--- src/rtl/calc_pkg.sv ---
// calc_pkg: shared types and default sizes for the binary calculator datapath.
package calc_pkg;

    typedef enum logic [1:0] {IDLE, SHIFT, DONE} ser_state_t;

    localparam int CALC_DATA_W     = 8;
    localparam int CALC_BIT_CYCLES = 4;

endpackage

--- src/rtl/bit_timer.sv ---
// bit_timer: counts clock cycles within one serial bit and flags the last one.
module bit_timer #(
    parameter int BIT_CYCLES = 4
) (
    input  logic clk,
    input  logic reset,
    input  logic en,
    input  logic clear,
    output logic bit_tick
);

    localparam int CW = (BIT_CYCLES > 1) ? $clog2(BIT_CYCLES) : 1;
    localparam logic [CW-1:0] LAST = CW'(BIT_CYCLES - 1);

    logic [CW-1:0] cyc_cnt_q, cyc_cnt_d;

    assign bit_tick = en && (cyc_cnt_q == LAST);

    // Wrap on the last cycle of a bit; with one cycle per bit the counter stays at 0.
    always_comb cyc_cnt_d = (clear || bit_tick) ? '0 : en ? cyc_cnt_q + 1'b1 : cyc_cnt_q;

    // Cycle counter register.
    always_ff @(posedge clk or negedge reset)
        if (!reset) cyc_cnt_q <= '0;
        else        cyc_cnt_q <= cyc_cnt_d;

endmodule

--- src/rtl/result_serializer.sv ---
// result_serializer: latches the result word on TxData and shifts it out MSB-first.
// Optional even-parity bit after the LSB when CALC_SER_PARITY_EN is defined.
module result_serializer
    import calc_pkg::*;
#(
    parameter int DATA_W     = CALC_DATA_W,
    parameter int BIT_CYCLES = CALC_BIT_CYCLES
) (
    input  logic              clk,
    input  logic              reset,
    input  logic              tx_data,
    input  logic [DATA_W-1:0] data_in,
    output logic              dout,
    output logic              dout_valid,
    output logic              busy,
    output logic              tx_done
);

`ifdef CALC_SER_PARITY_EN
    localparam int FRAME_BITS = DATA_W + 1;
`else
    localparam int FRAME_BITS = DATA_W;
`endif
    localparam int BW = $clog2(DATA_W + 2);
    localparam logic [BW-1:0] LAST_BIT = BW'(FRAME_BITS - 1);

    ser_state_t            state_q, state_d;
    logic [FRAME_BITS-1:0] shift_q, shift_d, frame_word;
    logic [BW-1:0]         bit_cnt_q, bit_cnt_d;
    logic                  dout_q, dout_d, valid_q, valid_d, busy_q, busy_d, done_q, done_d;
    logic                  bit_tick, load, step;

`ifdef CALC_SER_PARITY_EN
    assign frame_word = {data_in, ^data_in};
`else
    assign frame_word = data_in;
`endif

    bit_timer #(.BIT_CYCLES(BIT_CYCLES)) u_bit_timer (
        .clk      (clk),
        .reset    (reset),
        .en       (state_q == SHIFT),
        .clear    (state_q != SHIFT),
        .bit_tick (bit_tick)
    );

    // Next state: start from IDLE on a strobe, leave SHIFT after the last bit, DONE lasts one cycle.
    always_comb
        state_d = (state_q == IDLE)  ? (tx_data ? SHIFT : IDLE) :
                  (state_q == SHIFT) ? ((bit_tick && bit_cnt_q == LAST_BIT) ? DONE : SHIFT) :
                  IDLE;

    // Datapath: load the frame on an accepted start, shift and count on every bit boundary.
    always_comb begin
        load      = (state_q == IDLE) && tx_data;
        step      = (state_q == SHIFT) && bit_tick;
        shift_d   = load ? frame_word : step ? shift_q << 1 : shift_q;
        bit_cnt_d = load ? '0 : step ? bit_cnt_q + 1'b1 : bit_cnt_q;
    end

    // Outputs are decoded from the next state so they appear registered in the cycle they describe.
    always_comb begin
        dout_d  = (state_d == SHIFT) && shift_d[FRAME_BITS-1];
        valid_d = (state_d == SHIFT);
        busy_d  = (state_d != IDLE);
        done_d  = (state_d == DONE);
    end

    // State, datapath and output registers; reset drops any frame in flight.
    always_ff @(posedge clk or negedge reset)
        if (!reset) begin
            state_q   <= IDLE;
            shift_q   <= '0;
            bit_cnt_q <= '0;
            dout_q    <= 1'b0;
            valid_q   <= 1'b0;
            busy_q    <= 1'b0;
            done_q    <= 1'b0;
        end else begin
            state_q   <= state_d;
            shift_q   <= shift_d;
            bit_cnt_q <= bit_cnt_d;
            dout_q    <= dout_d;
            valid_q   <= valid_d;
            busy_q    <= busy_d;
            done_q    <= done_d;
        end

    assign dout       = dout_q;
    assign dout_valid = valid_q;
    assign busy       = busy_q;
    assign tx_done    = done_q;

endmodule
--- config.mk ---
export PLATFORM = sky130hd
export DESIGN_NAME = result_serializer
export DESIGN_NICKNAME = d
export VERILOG_FILES = /design/src/rtl/calc_pkg.sv /design/src/rtl/bit_timer.sv /design/src/rtl/result_serializer.sv
export SDC_FILE = /design/constraint.sdc
export NUM_CORES = 1
export LEC_CHECK = 0
export CAP_MARGIN = 15
export CORE_MARGIN = 2
export CORE_UTILIZATION = 50
export CTS_CLUSTER_DIAMETER = 60
export DETAILED_ROUTE_END_ITERATION = 7
export PLACE_DENSITY = 0.82
export RECOVER_POWER = 25
export SLEW_MARGIN = 25
export SYNTH_ARGS = -nofsm -noshare
export SYNTH_HDL_FRONTEND = slang
export SYNTH_SLANG_ARGS = --single-unit
export TNS_END_PERCENT = 50
--- constraint.sdc ---
create_clock -name clk -period 1.7 [get_ports clk]
set_input_delay 0.34 -clock clk [delete_from_list [all_inputs] [get_ports clk]]
set_output_delay 0.34 -clock clk [all_outputs]
set_load 0.02 [all_outputs]
==> metrics.txt <==
result of the run finished clean; worst skew pair latency 300 ps; initial core utilization 52.6%; nets 112; r2r worst-path depth 4; most common cell in the netlist dfrtp_1; worst hold slack after final layout 466 ps; Layout area overhead 19.1%; number of antenna violations at the first check in global routing 0; maximum VDD drop 0.774 mV; number of input and output port buffers inserted 14; area of the core 1730 um2; Max Cap Violations 0; Die Height 46.6 um; detailed-router iteration count before antenna repair 4; Yosys Warn Count 0; maximum number of pins on one net before global-route repair 21; portion of the post-synthesis area used by sequential elements 55.1%; Setup Fix Bufs, Post-CTS 0; power per standard cell area 1440 nW/um2; hold buffers post-CTS 0; maximum number of buffers from clock root to sink 2; Min-Delay Path Depth 1; instance count of the mapped netlist 81; number of enable flip-flop cells after synthesis 0; critical-path cell with the highest stage delay clkdlybuf4s50_1; CP required 1360 ps; ratio of routed vias to standard cells 5.27; via count 643; final cycle utilization of the critical path 93.1%; clock root buffer clkbuf_4; critical path's top delay family buffers and inverters; Worst R2R Start u_bit_timer.cyc_cnt_q[0]; violation count after the first detailed-routing iteration 11; I/O pin count 15; net count of the mapped netlist 94; Avg WL per Cell 13.7 um; leading post-synthesis cells by instance count 20 x dfrtp_1, 9 x nand2_1, 8 x nor2_1, 7 x a21oi_1; top achievable clock speed 632 MHz; Final Wtd Congestion 0.779; Worst Path Arrival 1240 ps; vias in the first global route 643; clock buffers created by TritonCTS 3; number of synthesized register bits 20; post-detailed-route DRC marker count 0; final count of pins violating max slew 0; clock transition at the registers of the reported paths 100 ps; area leader, netlist dfrtp_1; largest driver fanout on the critical path 1; endpoint class of the critical path primary output; min-delay src u_bit_timer.cyc_cnt_q[0]; delay contributed by the slowest stage of the critical path 600 ps; row cnt 15; count of buffer and inverter cells on the critical path 1; final worst clock skew 3.29 ps; Setup crit start kind flop; final-report setup violation count 0; Avg Inst Size Synth 11.2 um2; unrepaired setup endpoints after global routing no; min-delay worst type flop to flop; Post-DP HPWL 1150 um; cts repair resizes 0; final WL 1670 um; predominant post-synthesis flop cell dfrtp_1; deepest level of the CTS H-tree 1; register-to-register setup slack 240 ps; synth top area cells dfrtp_1 55%, o22ai_2 5.5%, a21oi_1 3.9%; Overall Global Routing Usage 19.1%; final hold violations 0; Min Clock Period, post-route 1580 ps; mapped cell area 908 um2; worst rel slew slack 30.0%; Routed Antenna Nets 0; global-route wire length before repair 2790 um; clock tree sinks 20; total leakage power 0.453 nW; Total Die Area 2170 um2; post-synthesis async set-or-reset flop share 100%; total placed instance area 1060 um2; Yosys top cell area share 55.1%; count of different cell masters after synthesis 30; Reg-to-Reg End bit_cnt_q[3]; transition at the pin with the smallest max-transition slack 1050 ps; ordered cell list for the critical path clkdlybuf4s50_1; end point of the worst hold path u_bit_timer.cyc_cnt_q[0]; type of the setup path with the least slack flop to primary output; total inserted antenna cells 0; clock tree from TritonCTS done; width of the chip 46.6 um; fraction of layout instances using a drive strength above 1 13.4%; final instance area 1080 um2; remaining global-route overflow 0
state kept, by name (all words and copies together) (netlist names):
name                   count
u_bit_timer.cyc_cnt_q      2
dout                       1
bit_cnt_q                  4
shift_q                    8
busy                       1
tx_done                    1
state_q                    2
dout_valid                 1
per-stage QoR:
| step | worst slack (ps) | TNS [ps] | total power [W] | utilization (%) | instances |
|---|---|---|---|---|---|
| 6_report | 118 | 0 | 0.00155 | 62.7 | 122 |
| 3_3_place_gp | 21.6 | 0 | 0.00131 | 61.6 | 119 |
| 2_1_floorplan | 435 | 0 | 0.00119 | - | 81 |
| 3_5_place_dp | -4.59 | -7.21 | 0.00135 | 61.6 | 119 |
| 5_1_grt | 53.9 | 0 | 0.00169 | 62.7 | 122 |
| 4_1_cts | 101 | 0 | 0.00157 | 62.9 | 122 |
per-layer routing:
layer	vias up	global-route usage (%)	routed length [um]
li1	317	-	-
met1	305	23.9	792
met2	16	31.1	793
met3	5	2.35	37
met4	0	11.7	46
met5	-	0	0
logic make-up (layout without fill, tap and decap cells):
family	after synthesis	count (layout)	share of synthesized area, %
multiplexers	1	1	1.10
buffers and inverters	6	22	5.51
flip-flops	20	20	55.1
AND/OR/NAND/NOR	36	36	21.9
adder cells (fa/ha/maj)	2	2	2.75
XOR/XNOR	1	1	0.964
AO/OA/AOI/OAI	15	15	12.7
power breakdown:
group | switching (W) | internal [W] | total (W)
Sequential | 0.000121 | 0.000648 | 0.000768
Combinational | 0.000290 | 0.000277 | 0.000568
Clock | 0.000135 | 0.0000826 | 0.000218
worst register-to-register path: cells and delay by family, from the launching register on:
kind,cells,cell delay [ps]
and+or+nand+nor,2,570
muxes,1,140
DFF,1,370
adders and majority gates,1,260
cells in the final DEF (no fill, tap or decap), drive strengths merged:
master,synthesis,routed
a21oi,7,7
a22oi,1,1
and3b,1,1
buf,5,3
clkbuf,0,4
clkdlybuf4s50,0,13
dfrtp,20,20
dlygate4sd3,0,1
ha,2,2
inv,1,1
mux2i,1,1
nand2,9,9
nand3,2,2
nand3b,1,1
nand4,1,1
nor2,8,8
nor2b,2,2
nor3,5,5
nor3b,2,2
nor4,1,1
nor4b,1,1
nor4bb,1,1
o21a,1,1
o21ai,1,1
o21ba,1,1
o22ai,4,4
or3,1,1
or3b,1,1
xnor2,1,1
how the worst max path moves through the flow:
stage	from	endpoint	slack, ps	depth (start not counted)
6_report	dout	dout	120	1
5_1_grt	reset	shift_q[2]	50	2
4_1_cts	dout	dout	100	1
3_5_place_dp	tx_data	shift_q[4]	-5	4
3_3_place_gp	tx_data	shift_q[4]	20	4
2_1_floorplan	state_q[0]	shift_q[3]	440	5
final cells by class:
cell class	count	area [um2]
tap	25	31.3
sequential	20	500
clock buffer	3	22.5
multi-input combinational	55	358
fill	147	644
inverter	1	3.75
timing repair buffer	18	166
No activity file was read; power rests on OpenSTA's default activity.
